===== src/rtl/uart_rx_frame_deserializer.sv =====
// UART RX frame deserializer: collects payload bits, checks the optional parity bit,
// and hands each completed frame out through a held valid/ready register with overrun detection.
module uart_rx_frame_deserializer #(
    parameter int unsigned DATA_WIDTH = 8,
    parameter int unsigned MSB_FIRST  = 0,
    parameter int unsigned PARITY_EN  = 1,
    parameter int unsigned PARITY_ODD = 0
) (
    input  logic                  clk,
    input  logic                  reset_n,
    input  logic                  clear_in,
    input  logic                  shift_en_in,
    input  logic                  sampled_bit_in,
    output logic [DATA_WIDTH-1:0] data_out,
    output logic                  data_valid_out,
    input  logic                  data_ready_in,
    output logic                  parity_err_out,
    output logic                  overrun_out,
    output logic                  busy_out
);

    localparam int unsigned N     = DATA_WIDTH + PARITY_EN;
    localparam int unsigned CNT_W = $clog2(N);

    logic [DATA_WIDTH-1:0] sh_q, sh_d, sh_shift_c, payload_c, data_d;
    logic [CNT_W-1:0]      cnt_q, cnt_d;
    logic                  last_c, payload_bit_c, complete_c, accept_c, err_c;
    logic                  valid_d, perr_d, ovr_d;

    // Shifted value and the payload that a completing strobe would deliver
    always_comb begin
        if (MSB_FIRST != 0) begin
            sh_shift_c = {sh_q[DATA_WIDTH-2:0], sampled_bit_in};
        end else begin
            sh_shift_c = {sampled_bit_in, sh_q[DATA_WIDTH-1:1]};
        end
        // Without parity the final strobe is itself a payload bit
        payload_c     = (PARITY_EN != 0) ? sh_q : sh_shift_c;
        err_c         = (PARITY_EN != 0) && ((^sh_q ^ sampled_bit_in) != 1'(PARITY_ODD));
        last_c        = (32'(cnt_q) == (N - 1));
        payload_bit_c = (32'(cnt_q) < DATA_WIDTH);
        complete_c    = shift_en_in && !clear_in && last_c;
        accept_c      = data_valid_out && data_ready_in;
    end

    // Next-state for the bit counter, shift register and output register
    always_comb begin
        cnt_d   = cnt_q;
        sh_d    = sh_q;
        data_d  = data_out;
        valid_d = data_valid_out;
        perr_d  = parity_err_out;
        ovr_d   = 1'b0;

        if (clear_in) begin
            cnt_d = '0;
            sh_d  = '0;
        end else if (shift_en_in) begin
            cnt_d = last_c ? '0 : cnt_q + CNT_W'(1);
            if (payload_bit_c) begin
                sh_d = sh_shift_c;
            end
        end

        if (complete_c) begin
            if (!data_valid_out || data_ready_in) begin
                data_d  = payload_c;
                perr_d  = err_c;
                valid_d = 1'b1;
            end else begin
                ovr_d = 1'b1;
            end
        end else if (accept_c) begin
            valid_d = 1'b0;
        end
    end

    always_ff @(posedge clk or negedge reset_n) begin
        if (!reset_n) begin
            cnt_q          <= '0;
            sh_q           <= '0;
            data_out       <= '0;
            data_valid_out <= 1'b0;
            parity_err_out <= 1'b0;
            overrun_out    <= 1'b0;
            busy_out       <= 1'b0;
        end else begin
            cnt_q          <= cnt_d;
            sh_q           <= sh_d;
            data_out       <= data_d;
            data_valid_out <= valid_d;
            parity_err_out <= perr_d;
            overrun_out    <= ovr_d;
            busy_out       <= (cnt_d != '0);
        end
    end

endmodule


===== config.mk =====
export PLATFORM = sky130hd
export DESIGN_NAME = uart_rx_frame_deserializer
export DESIGN_NICKNAME = d
export VERILOG_FILES = /design/src/rtl/uart_rx_frame_deserializer.sv
export SDC_FILE = /design/constraint.sdc
export NUM_CORES = 1
export LEC_CHECK = 0
export ABC_AREA = 1
export BUFFER_PORTS_ARGS = -buffer_cell sky130_fd_sc_hd__buf_4
export CORE_ASPECT_RATIO = 0.9
export CORE_MARGIN = 3
export CORE_UTILIZATION = 54
export CTS_CLUSTER_SIZE = 16
export DETAILED_ROUTE_END_ITERATION = 6
export PLACE_DENSITY = 0.82
export SETUP_SLACK_MARGIN = 0.15
export SLEW_MARGIN = 0
export SYNTH_ARGS = -nofsm -noshare
export SYNTH_HDL_FRONTEND = slang
export SYNTH_SLANG_ARGS = --single-unit

===== constraint.sdc =====
create_clock -name clk -period 1.48 [get_ports clk]
set_input_delay 0 -clock clk [delete_from_list [all_inputs] [get_ports clk]]
set_output_delay 0 -clock clk [all_outputs]
set_load 0.01 [all_outputs]

==> results_dict.tcl <==
set metrics [dict create \
    vdd_drop_max_v 0.000495 \
    gr-usage-all-layers_pct 21.7 \
    fmaxAchievable_mhz 744 \
    ys_ff_latch 24 \
    r2r-start "cnt_q[1]" \
    dpl_cell_area_um2 1310 \
    setup_violations 0 \
    ant_nets 0 \
    run_status "finished, final reports clean" \
    crit_path_end_kind "flip-flop" \
    ios 18 \
    clk_latency_ns 0.32 \
    yosysUniqueCellTypes 17 \
    wl_per_cell_um 13.6 \
    worst_pin_slew_ns 0.359 \
    yosys.area.top_type_share_pct 52.1 \
    maxSlewViolCount 0 \
    min-delay-path-class "input port to asynchronous set/reset pin" \
    netlist_top_cells_area "dfrtp_1 52%, nand2_1 8.5%, o21ai_2 6.8%" \
    cap_violations 0 \
    drt_iter0_drc 33 \
    startpoint "cnt_q[1]" \
    synth_area_leader_cell "dfrtp_1" \
    cts.path.max_buffers 2 \
    htreeDepth 1 \
    cp-start-kind "flip-flop" \
    min_period_over_period_pct 90.9 \
    cts-root-buf "clkbuf_4" \
    fp.dieW_um 54.7 \
    finalSetupTns_ns 0 \
    dp_worst_setup_slack_ns -0.0545 \
    regArea_um2 601 \
    via_per_inst 5.17 \
    dieArea_um2 2730 \
    dr_total_vias 952 \
    setup.worst_path.class "flip-flop to flip-flop" \
    gp_congestion 0.803 \
    synth_cells 128 \
    synth_top_family_by_area "simple AND/OR/NAND/NOR gates" \
    whs_ns 0.0937 \
    synth-simple-area-share_pct 22.7 \
    power.density_nw_per_um2 778 \
    drive_above_1_share_pct 35.2 \
    start_util_pct 58.5 \
    muxShareOfSynthArea_pct 0 \
    place_hpwl_mm 1.52 \
    yosysSeqAreaShare_pct 52.1 \
    avgSynthCellArea_um2 9.00 \
    cts_sinks 24 \
    grt_max_degree 25 \
    cp.required_ns 1.71 \
    core_area_um2 1970 \
    wl_mm 2.50 \
    synth.cell_area_um2 1150 \
    fin_nets 168 \
    overflow 0 \
    die_h_um 49.8 \
    first_global_vias 931 \
    cp_data_arrival_time_ns 1.58 \
    rsz0062_at_grt "true" \
    multi_input_area_um2 513 \
    rows 15 \
    grt_pass1_wl_mm 4.22 \
    drc 0 \
    synth_xor_xnor_area_share_pct 2.28 \
    cts_buffers 3 \
    design_area_um2 1500 \
    synthAdderAreaFrac_pct 2.17 \
    io_buffers 17 \
    num_antenna_cells 0 \
    fillers 120 \
    power_leakage_nw 0.727 \
    crit_fanout 2 \
    period_minus_slack_ns 1.34 \
    clk_pin_slew_ns 0.13 \
    finClkSkew_ns 0.00798 \
    cts_tree "done" \
    relSlewSlack_pct 76.0 \
    area_delta_synth_final_pct 30.5 \
    hold_viol_final 0 \
    synth_warnings 0 \
    synth_compound_area_share_pct 12.5 \
    antenna_found_initial 0 \
    firstDrtPassIters 4 \
    worst_slack_ns 0.135 \
    synth_nets 136 \
]
-- timing repair --
item	CTS	global route
pin swaps	5	5
gates resized for setup	11	11
setup buffers	5	1
endpoints found under the hold margin	27	0
hold buffers	4	0
endpoints found under the setup margin	10	11
-- cells in the mapped netlist --
master and number:
nand2_2 2, o21ai_2 9, nand2_1 26, nor2_1 7
buf_6 1, inv_2 2, o21ai_0 13, nand4_4 1
nor2_4 2, buf_2 1, nand3_1 14, xor2_1 3
nand4_1 1, nor3_1 1, inv_1 19, dfrtp_1 24
ha_1 2
-- cell usage in the layout, fill, tap and decap left out, types with 2 or more instances in the layout --
master	instances
nand2_1	25
dfrtp_1	24
buf_4	22
inv_1	16
nand3_1	13
o21ai_2	10
o21ai_0	10
nor2_1	6
inv_2	4
dlygate4sd3_1	4
clkbuf_4	3
buf_6	3
nor2_4	2
o21ai_1	2
xor2_1	2
nand2_2	2
ha_4	2
-- logic make-up after synthesis --
group | Yosys count
AND/OR/NAND/NOR | 54
AO/OA/AOI/OAI | 22
adder cells (fa/ha/maj) | 2
buffers and inverters | 23
XOR/XNOR | 3
flip-flops | 24
-- report_power, final --
group	internal, W	leakage, nW	total, W	switching [W]
logic	0.0000657	0.374	0.000149	0.0000828
clock network	0.000150	0.0210	0.000346	0.000195
registers	0.000667	0.332	0.000676	0.00000869
-- layer usage --
layer | global-route usage (%) | vias up | wire length, µm
li1 | - | 469 | -
met5 | 0 | - | 0
met1 | 29.2 | 443 | 1090
met3 | 4.53 | 7 | 150
met4 | 8.30 | 0 | 42
met2 | 33.5 | 33 | 1210
-- path summary, 6_finish.rpt --
check	depth (start not counted)	endpoint	slack (ns)
min	2	overrun_out	0.09
min reg2reg	2	data_out[4]	0.50
min in group clk	4	cnt_q[0]	0.09
max	7	cnt_q[2]	0.14
max reg2reg	7	cnt_q[2]	0.14
max in group asynchronous	2	data_out[4]	1.15
-- flip-flops by register name, indices dropped and copies added, names as in the netlist --
signal and cells:
cnt_q 4, payload_c 8, overrun_out 1, busy_out 1, data_out 8, parity_err_out 1
data_valid_out 1
-- stage by stage --
step | util [%] | total power [W] | instances
detailed placement | 66.5 | 0.000788 | 170
floorplan | - | 0.000740 | 128
finish | 76.3 | 0.00117 | 184
global route | 76.3 | 0.00121 | 184
global placement | 66.5 | 0.000783 | 170
CTS | 74.3 | 0.00115 | 183
-- cell type report --
cell class / instances / area share, %
clock buffers: 4 / 2.41
multi-input cells: 81 / 34.1
inverters: 21 / 5.57
repair buffers: 29 / 15.9
flip-flops and latches: 24 / 39.9
well taps: 25 / 2.08
-- critical path, cell delays in order (launching register included) --
cell     delay, ns
dfrtp_1       0.43
buf_6         0.14
ha_4          0.15
nand2_4       0.07
xor2_2        0.16
nor2_2        0.08
buf_4         0.13
buf_6         0.10
No activity file was read; power rests on OpenSTA's default activity.
